## config.mk

```make
export PLATFORM = sky130hd
export DESIGN_NAME = csr_file
export DESIGN_NICKNAME = d
export VERILOG_FILES = /design/src/rtl/riscv_csr_pkg.sv /design/src/rtl/csr_counter64.sv /design/src/rtl/csr_file.sv
export SDC_FILE = /design/constraint.sdc
export NUM_CORES = 1
export LEC_CHECK = 0
export ABC_AREA = 1
export CAP_MARGIN = 20
export CORE_MARGIN = 8
export CORE_UTILIZATION = 40
export CTS_CLUSTER_SIZE = 8
export DETAILED_ROUTE_END_ITERATION = 8
export SLEW_MARGIN = 20
export SYNTH_ARGS = -nofsm -noshare
export SYNTH_HDL_FRONTEND = slang
export SYNTH_SLANG_ARGS = --single-unit
export TNS_END_PERCENT = 100
```

## constraint.sdc

```tcl
create_clock -name clk -period 8.06 [get_ports clk]
set_clock_uncertainty 0.05 [all_clocks]
set_input_delay 2.418 -clock clk [delete_from_list [all_inputs] [get_ports clk]]
set_output_delay 2.418 -clock clk [all_outputs]
set_load 0.05 [all_outputs]
```

## src/rtl/riscv_csr_pkg.sv

```systemverilog
// Shared CSR addresses, Zicsr operation encodings and mstatus bit positions.
package riscv_csr_pkg;

    localparam logic [11:0] CSR_MSTATUS   = 12'h300;
    localparam logic [11:0] CSR_MTVEC     = 12'h305;
    localparam logic [11:0] CSR_MSCRATCH  = 12'h340;
    localparam logic [11:0] CSR_MEPC      = 12'h341;
    localparam logic [11:0] CSR_MCAUSE    = 12'h342;
    localparam logic [11:0] CSR_MCYCLE    = 12'hB00;
    localparam logic [11:0] CSR_MCYCLEH   = 12'hB80;
    localparam logic [11:0] CSR_MINSTRET  = 12'hB02;
    localparam logic [11:0] CSR_MINSTRETH = 12'hB82;
    localparam logic [11:0] CSR_CYCLE     = 12'hC00;
    localparam logic [11:0] CSR_CYCLEH    = 12'hC80;
    localparam logic [11:0] CSR_INSTRET   = 12'hC02;
    localparam logic [11:0] CSR_INSTRETH  = 12'hC82;
    localparam logic [11:0] CSR_MHARTID   = 12'hF14;

    // Full funct3 encodings; bit 2 selects the immediate form.
    localparam logic [2:0] F3_CSRRW  = 3'b001;
    localparam logic [2:0] F3_CSRRS  = 3'b010;
    localparam logic [2:0] F3_CSRRC  = 3'b011;
    localparam logic [2:0] F3_CSRRWI = 3'b101;
    localparam logic [2:0] F3_CSRRSI = 3'b110;
    localparam logic [2:0] F3_CSRRCI = 3'b111;

    // Operation kind from funct3[1:0]; 00 is not a Zicsr operation.
    typedef enum logic [1:0] {
        CSR_OP_NONE = 2'b00,
        CSR_OP_RW   = 2'b01,
        CSR_OP_RS   = 2'b10,
        CSR_OP_RC   = 2'b11
    } csr_op_e;

    localparam int MSTATUS_MIE_BIT  = 3;
    localparam int MSTATUS_MPIE_BIT = 7;

    function automatic logic [31:0] csr_apply_op(input csr_op_e op,
                                                 input logic [31:0] cur,
                                                 input logic [31:0] operand);
        case (op)
            CSR_OP_RW: return operand;
            CSR_OP_RS: return cur | operand;
            CSR_OP_RC: return cur & ~operand;
            default:   return cur;
        endcase
    endfunction

endpackage

```

## src/rtl/csr_counter64.sv

```systemverilog
// 64-bit counter with increment enable and independent 32-bit half writes.
// A write to one half replaces that half and freezes the other for the cycle.
module csr_counter64 (
    input  logic        clk,
    input  logic        rst_n,
    input  logic        inc_en,
    input  logic        wr_lo,
    input  logic        wr_hi,
    input  logic [31:0] wdata,
    output logic [63:0] count
);
    logic [31:0] lo_q;
    logic [31:0] hi_q;
    logic [63:0] inc_val;

    assign inc_val = {hi_q, lo_q} + {63'b0, inc_en};
    assign count   = {hi_q, lo_q};

    // Count with natural 64-bit wrap unless a half is being written.
    always_ff @(posedge clk or negedge rst_n) begin
        if (!rst_n) begin
            lo_q <= '0;
            hi_q <= '0;
        end else begin
            if (wr_lo)
                lo_q <= wdata;
            else if (!wr_hi)
                lo_q <= inc_val[31:0];

            if (wr_hi)
                hi_q <= wdata;
            else if (!wr_lo)
                hi_q <= inc_val[63:32];
        end
    end

endmodule

```

## src/rtl/csr_file.sv

```systemverilog
// Machine-mode CSR file: Zicsr read/modify/write, trap entry, MRET and
// the cycle/instret counters.
module csr_file
    import riscv_csr_pkg::*;
#(
    parameter logic [31:0] MTVEC_RESET = 32'h0000_0100,
    parameter logic [31:0] HART_ID     = 32'h0000_0000
) (
    input  logic        clk,
    input  logic        rst_n,
    input  logic        csr_write_enable,
    input  logic [11:0] csr_addr,
    input  logic [2:0]  csr_funct3,
    input  logic [4:0]  csr_imm,
    input  logic [4:0]  rs1_addr,
    input  logic [31:0] rs1_data,
    input  logic        instr_retire,
    input  logic        trap_valid,
    input  logic [31:0] trap_cause,
    input  logic [31:0] trap_pc,
    input  logic        mret,
    output logic [31:0] csr_rdata,
    output logic [31:0] mtvec_out,
    output logic [31:0] mepc_out,
    output logic        mie_out,
    output logic        illegal_csr
);
    logic        mie_q;
    logic        mpie_q;
    logic [31:0] mtvec_q;
    logic [31:0] mscratch_q;
    logic [31:0] mepc_q;
    logic [31:0] mcause_q;
    logic [63:0] mcycle;
    logic [63:0] minstret;

    logic [31:0] mstatus_val;
    logic [31:0] old_val;
    logic [31:0] src;
    logic [31:0] new_val;
    logic        addr_hit;
    logic        op_valid;
    logic        do_write;
    logic        read_only;
    logic        wr_en;
    csr_op_e     op;

    // Architectural view of mstatus: only MIE and MPIE are implemented.
    always_comb begin
        mstatus_val                   = '0;
        mstatus_val[MSTATUS_MIE_BIT]  = mie_q;
        mstatus_val[MSTATUS_MPIE_BIT] = mpie_q;
    end

    // Address decode and pre-update read value.
    always_comb begin
        old_val  = '0;
        addr_hit = 1'b1;
        case (csr_addr)
            CSR_MSTATUS:               old_val = mstatus_val;
            CSR_MTVEC:                 old_val = mtvec_q;
            CSR_MSCRATCH:              old_val = mscratch_q;
            CSR_MEPC:                  old_val = mepc_q;
            CSR_MCAUSE:                old_val = mcause_q;
            CSR_MCYCLE,   CSR_CYCLE:   old_val = mcycle[31:0];
            CSR_MCYCLEH,  CSR_CYCLEH:  old_val = mcycle[63:32];
            CSR_MINSTRET, CSR_INSTRET: old_val = minstret[31:0];
            CSR_MINSTRETH, CSR_INSTRETH: old_val = minstret[63:32];
            CSR_MHARTID:               old_val = HART_ID;
            default:                   addr_hit = 1'b0;
        endcase
    end

    // Operand selection, write suppression and legality.
    always_comb begin
        op          = csr_op_e'(csr_funct3[1:0]);
        op_valid    = (op != CSR_OP_NONE);
        src         = csr_funct3[2] ? {27'b0, csr_imm} : rs1_data;
        // Set/clear with a zero source register/immediate is a pure read.
        do_write    = (op == CSR_OP_RW) ||
                      (csr_funct3[2] ? (csr_imm != 5'd0) : (rs1_addr != 5'd0));
        read_only   = (csr_addr[11:10] == 2'b11);
        illegal_csr = csr_write_enable &&
                      (!addr_hit || !op_valid || (do_write && read_only));
        csr_rdata   = (csr_write_enable && !illegal_csr) ? old_val : '0;
        new_val     = csr_apply_op(op, old_val, src);
        // A trap discards the whole CSR write.
        wr_en       = csr_write_enable && !illegal_csr && do_write && !trap_valid;
    end

    // mstatus: trap beats mret beats a software write.
    always_ff @(posedge clk or negedge rst_n) begin
        if (!rst_n) begin
            mie_q  <= 1'b0;
            mpie_q <= 1'b0;
        end else if (trap_valid) begin
            mpie_q <= mie_q;
            mie_q  <= 1'b0;
        end else if (mret) begin
            mie_q  <= mpie_q;
            mpie_q <= 1'b1;
        end else if (wr_en && csr_addr == CSR_MSTATUS) begin
            mie_q  <= new_val[MSTATUS_MIE_BIT];
            mpie_q <= new_val[MSTATUS_MPIE_BIT];
        end
    end

    // mepc and mcause are loaded by traps; otherwise software-writable.
    always_ff @(posedge clk or negedge rst_n) begin
        if (!rst_n) begin
            mepc_q   <= '0;
            mcause_q <= '0;
        end else if (trap_valid) begin
            mepc_q   <= {trap_pc[31:1], 1'b0};
            mcause_q <= trap_cause;
        end else if (wr_en) begin
            if (csr_addr == CSR_MEPC)
                mepc_q <= {new_val[31:1], 1'b0};
            if (csr_addr == CSR_MCAUSE)
                mcause_q <= new_val;
        end
    end

    // mtvec and mscratch change only through software writes.
    always_ff @(posedge clk or negedge rst_n) begin
        if (!rst_n) begin
            mtvec_q    <= {MTVEC_RESET[31:2], 2'b00};
            mscratch_q <= '0;
        end else if (wr_en) begin
            if (csr_addr == CSR_MTVEC)
                mtvec_q <= {new_val[31:2], 2'b00};
            if (csr_addr == CSR_MSCRATCH)
                mscratch_q <= new_val;
        end
    end

    csr_counter64 u_mcycle (
        .clk    (clk),
        .rst_n  (rst_n),
        .inc_en (1'b1),
        .wr_lo  (wr_en && csr_addr == CSR_MCYCLE),
        .wr_hi  (wr_en && csr_addr == CSR_MCYCLEH),
        .wdata  (new_val),
        .count  (mcycle)
    );

    csr_counter64 u_minstret (
        .clk    (clk),
        .rst_n  (rst_n),
        .inc_en (instr_retire),
        .wr_lo  (wr_en && csr_addr == CSR_MINSTRET),
        .wr_hi  (wr_en && csr_addr == CSR_MINSTRETH),
        .wdata  (new_val),
        .count  (minstret)
    );

    assign mtvec_out = mtvec_q;
    assign mepc_out  = mepc_q;
    assign mie_out   = mie_q;

endmodule

```

==> impl_metrics.prom <==
# TYPE chip_impl_metric gauge
chip_impl_info{name="outcome",value="complete, no violations"} 1
chip_impl_metric{name="final-instance-count-excl-fill",unit=""} 3823
chip_impl_metric{name="final_hold_viol_count",unit=""} 0
chip_impl_metric{name="synth-edff-count",unit=""} 0
chip_impl_metric{name="cts_resized",unit=""} 0
chip_impl_metric{name="grt_start_max_net_pins",unit=""} 150
chip_impl_info{name="min_to",value="mcause_q[26]"} 1
chip_impl_metric{name="cellPowerDensity",unit="mW/mm^2"} 145
chip_impl_metric{name="yosysWarningCount",unit=""} 0
chip_impl_metric{name="number_of_nets_in_the_layout",unit=""} 3311
chip_impl_metric{name="timing.critical_path.required",unit="ps"} 5590
chip_impl_metric{name="gr-total-overflow",unit=""} 0
chip_impl_metric{name="cts_max_level",unit=""} 2
chip_impl_metric{name="mappedNetlistArea",unit="mm^2"} 0.0191
chip_impl_metric{name="start_util",unit="%"} 40.2
chip_impl_metric{name="synthCells",unit=""} 3018
chip_impl_metric{name="finalWeightedCongestion",unit=""} 1.01
chip_impl_metric{name="reg2reg_slack",unit="ps"} 4720
chip_impl_info{name="final_cell_mix",value="nand2_1, nand3_1, nor2_1"} 1
chip_impl_metric{name="final_cell_area",unit="mm^2"} 0.0234
chip_impl_info{name="grt_setup_unrepaired",value="no"} 1
chip_impl_metric{name="timing.hold.ws",unit="ps"} 432
chip_impl_info{name="crit-reg2reg-launch",value="u_minstret.lo_q[0]"} 1
chip_impl_metric{name="p_total",unit="mW"} 3.39
chip_impl_metric{name="clockBufferDepth",unit=""} 3
chip_impl_metric{name="floorplan.rows",unit=""} 80
chip_impl_metric{name="achievable-frequency",unit="GHz"} 0.128
chip_impl_metric{name="cap_violations",unit=""} 0
chip_impl_metric{name="timing.critical_path.arrival",unit="ps"} 5360
chip_impl_metric{name="vias_in_the_first_global_route",unit=""} 21300
chip_impl_metric{name="drv_slew",unit=""} 0
chip_impl_metric{name="cts.clk_slew.worst_paths",unit="ps"} 50
chip_impl_metric{name="synth.yosys.seq_area_share",unit="%"} 33.4
chip_impl_metric{name="n_fill_cell",unit=""} 4917
chip_impl_metric{name="drc",unit=""} 0
chip_impl_metric{name="max_slew.worst_pin.slew",unit="ps"} 1290
chip_impl_metric{name="routed-via-count",unit=""} 22500
chip_impl_metric{name="setup_tns",unit="ps"} 0
chip_impl_metric{name="critical_path.max_stage_delay",unit="ps"} 900
chip_impl_info{name="layout.cells.most_common",value="nand2_1"} 1
chip_impl_info{name="endpoint_kind",value="output pin"} 1
chip_impl_metric{name="placement.cell_area",unit="mm^2"} 0.0223
chip_impl_metric{name="flow.area_growth_from_synthesis",unit="%"} 22.7
chip_impl_metric{name="dp_hpwl",unit="mm"} 75.0
chip_impl_info{name="timing.critical_path.cells",value="clkdlybuf4s50_1, inv_1, nor2_1, nand2_1, nor2_4, nand2_1, o21ai_0, nor2_1, a21oi_1, buf_12"} 1
chip_impl_metric{name="finalSetupViolCount",unit=""} 0
chip_impl_metric{name="floorplan.core_area",unit="mm^2"} 0.0474
chip_impl_metric{name="post_cts_hold_buffer_count",unit=""} 0
chip_impl_info{name="tritoncts",value="yes"} 1
chip_impl_metric{name="ant_nets",unit=""} 0
chip_impl_info{name="timing.rr.end",value="u_minstret.hi_q[25]"} 1
chip_impl_metric{name="drive_gt1_share",unit="%"} 6.34
chip_impl_info{name="cts.root.buffer_cell",value="clkbuf_16"} 1
chip_impl_metric{name="relSlewSlack",unit="%"} 14.1
chip_impl_metric{name="placed_cells_incl_taps",unit=""} 3755
chip_impl_metric{name="antenna_found_initial",unit=""} 8
chip_impl_metric{name="power.static_leakage",unit="nW"} 11.2
chip_impl_info{name="most_instantiated_flip_flop_cell_in_the_synthesis_netlist",value="dfrtp_1"} 1
chip_impl_metric{name="drtPass1Iterations",unit=""} 6
chip_impl_metric{name="globalRouteTotalUtil",unit="%"} 35.8
chip_impl_info{name="slowest_stage",value="o21ai_0"} 1
chip_impl_metric{name="io-pin-count",unit=""} 225
chip_impl_metric{name="cts_sinks",unit=""} 255
chip_impl_metric{name="die-area",unit="mm^2"} 0.0550
chip_impl_metric{name="first_pass_grt_wire_length",unit="mm"} 145
chip_impl_metric{name="drtIter0Drc",unit=""} 2747
chip_impl_metric{name="period_utilization_post_route",unit="%"} 97.1
chip_impl_metric{name="vias_per_cell",unit=""} 5.87
chip_impl_metric{name="ys_async_sr_fraction",unit="%"} 100
chip_impl_metric{name="post_synth.cell_area_avg",unit="um^2"} 6.32
chip_impl_metric{name="die_height",unit="um"} 234
chip_impl_metric{name="port_buffer_cells",unit=""} 220
chip_impl_metric{name="synth.lib_cells_used.distinct",unit=""} 42
chip_impl_metric{name="chipWidth",unit="um"} 234
chip_impl_metric{name="min_path_cells",unit=""} 2
chip_impl_info{name="classification_of_the_worst_slack_hold_path",value="register to register"} 1
chip_impl_metric{name="totalWireLength",unit="mm"} 99.4
chip_impl_info{name="hold_path.startpoint",value="mcause_q[26]"} 1
chip_impl_info{name="path_class",value="primary input to output pin"} 1
chip_impl_metric{name="numCtsBuffers",unit=""} 39
chip_impl_metric{name="time_the_final_worst_path_needs_with_i_o_delays_and_setup",unit="ps"} 7820
chip_impl_metric{name="critPathMaxFanout",unit=""} 12
chip_impl_metric{name="post_cts_buffers",unit=""} 0
chip_impl_metric{name="postSynthRegisterBits",unit=""} 255
chip_impl_info{name="startpoint_type",value="primary input"} 1
chip_impl_metric{name="wire_per_inst",unit="um"} 26.0
chip_impl_metric{name="r2r.worst_path.cells",unit=""} 14
chip_impl_metric{name="ir_worst_vdd",unit="mV"} 0.138
chip_impl_metric{name="worstSkewPairLatency",unit="ps"} 580
sequential cells by signal, indices dropped and copies added, names as in the netlist:
register / cells
u_minstret.hi_q: 32
u_minstret.lo_q: 32
mtvec_out: 30
mscratch_q: 32
u_mcycle.lo_q: 32
mie_out: 1
mepc_out: 31
u_mcycle.hi_q: 32
mcause_q: 32
mpie_q: 1
power breakdown:
part           total, mW  internal, mW  switching, mW
sequential          1.39          1.33         0.0588
combinational      0.443         0.152          0.290
clock               1.56         0.903          0.653
layer usage:
layer	share of wire (%)	wire, um	vias up	track usage (%)
met3	10	10300	267	7.99
met1	40	40000	10700	47.1
li1	-	-	10200	-
met2	43	43100	1316	53.9
met4	6.1	6070	0	20.3
met5	0	0	-	0
final cells by class:
| type | count | area (um^2) | share of cell area (%) |
|---|---|---|---|
| well taps | 615 | 769 | 3.29 |
| repair buffers | 277 | 3060 | 13.1 |
| diodes | 7 | 17.5 | 0.0748 |
| multi-input cells | 2355 | 11100 | 47.6 |
| clock inverters | 5 | 36.3 | 0.155 |
| flip-flops and latches | 255 | 6380 | 27.2 |
| inverters | 253 | 950 | 4.05 |
| clock buffers | 56 | 1060 | 4.52 |
cell families (layout without fill, tap and decap cells):
logic type,count (synthesis),count (layout),synth area share (%)
AOI/OAI and AO/OA,288,288,8.06
xor gates and xnor gates,123,123,5.64
adders and majority gates,3,3,0.197
buffers and inverters,410,591,8.62
DFF,255,255,33.4
other,1,10,0.0196
and+or+nand+nor,1938,1938,44.0
worst max path at each step:
| stage | startpoint | to | slack, ps | cells after the start |
|---|---|---|---|---|
| after floorplan | csr_addr[10] | illegal_csr | 1260 | 9 |
| final | csr_addr[1] | csr_rdata[23] | 240 | 10 |
| after detailed placement | csr_addr[9] | csr_rdata[20] | 400 | 11 |
| after global routing | csr_addr[0] | csr_rdata[17] | 190 | 12 |
| after global placement | csr_addr[0] | csr_rdata[17] | 420 | 12 |
| after CTS | csr_addr[9] | csr_rdata[20] | 380 | 11 |
synth_stat cells (all sizes together), types with 2 or more instances:
master	n	area, um^2
nand2	1081	4080
nand3	317	1650
nor2	295	1180
dfrtp	254	6360
inv	252	946
nand4	173	1100
o21ai	157	786
a21oi	98	505
clkbuf	93	349
xor2	88	771
buf	64	347
nor3	52	260
xnor2	35	307
o211ai	20	150
nor4	13	81.3
a21boi	6	45.0
a22oi	5	37.5
ha	3	37.5
and2	2	12.5
nor3b	2	15.0
worst max-delay path, delay by kind of cell:
| kind | cells | cell delay, ps |
|---|---|---|
| AND/OR/NAND/NOR | 5 | 920 |
| AO/OA/AOI/OAI | 2 | 1240 |
| buffers and inverters | 3 | 770 |
stage by stage:
stage / util [%] / worst slack (ps)
final: 49.4 / 235
after global routing: 49.4 / 185
after CTS: 49.3 / 385
after detailed placement: 47.0 / 400
after global placement: 47.0 / 421
after floorplan: - / 1260
Power figures use the tool's default switching activity.
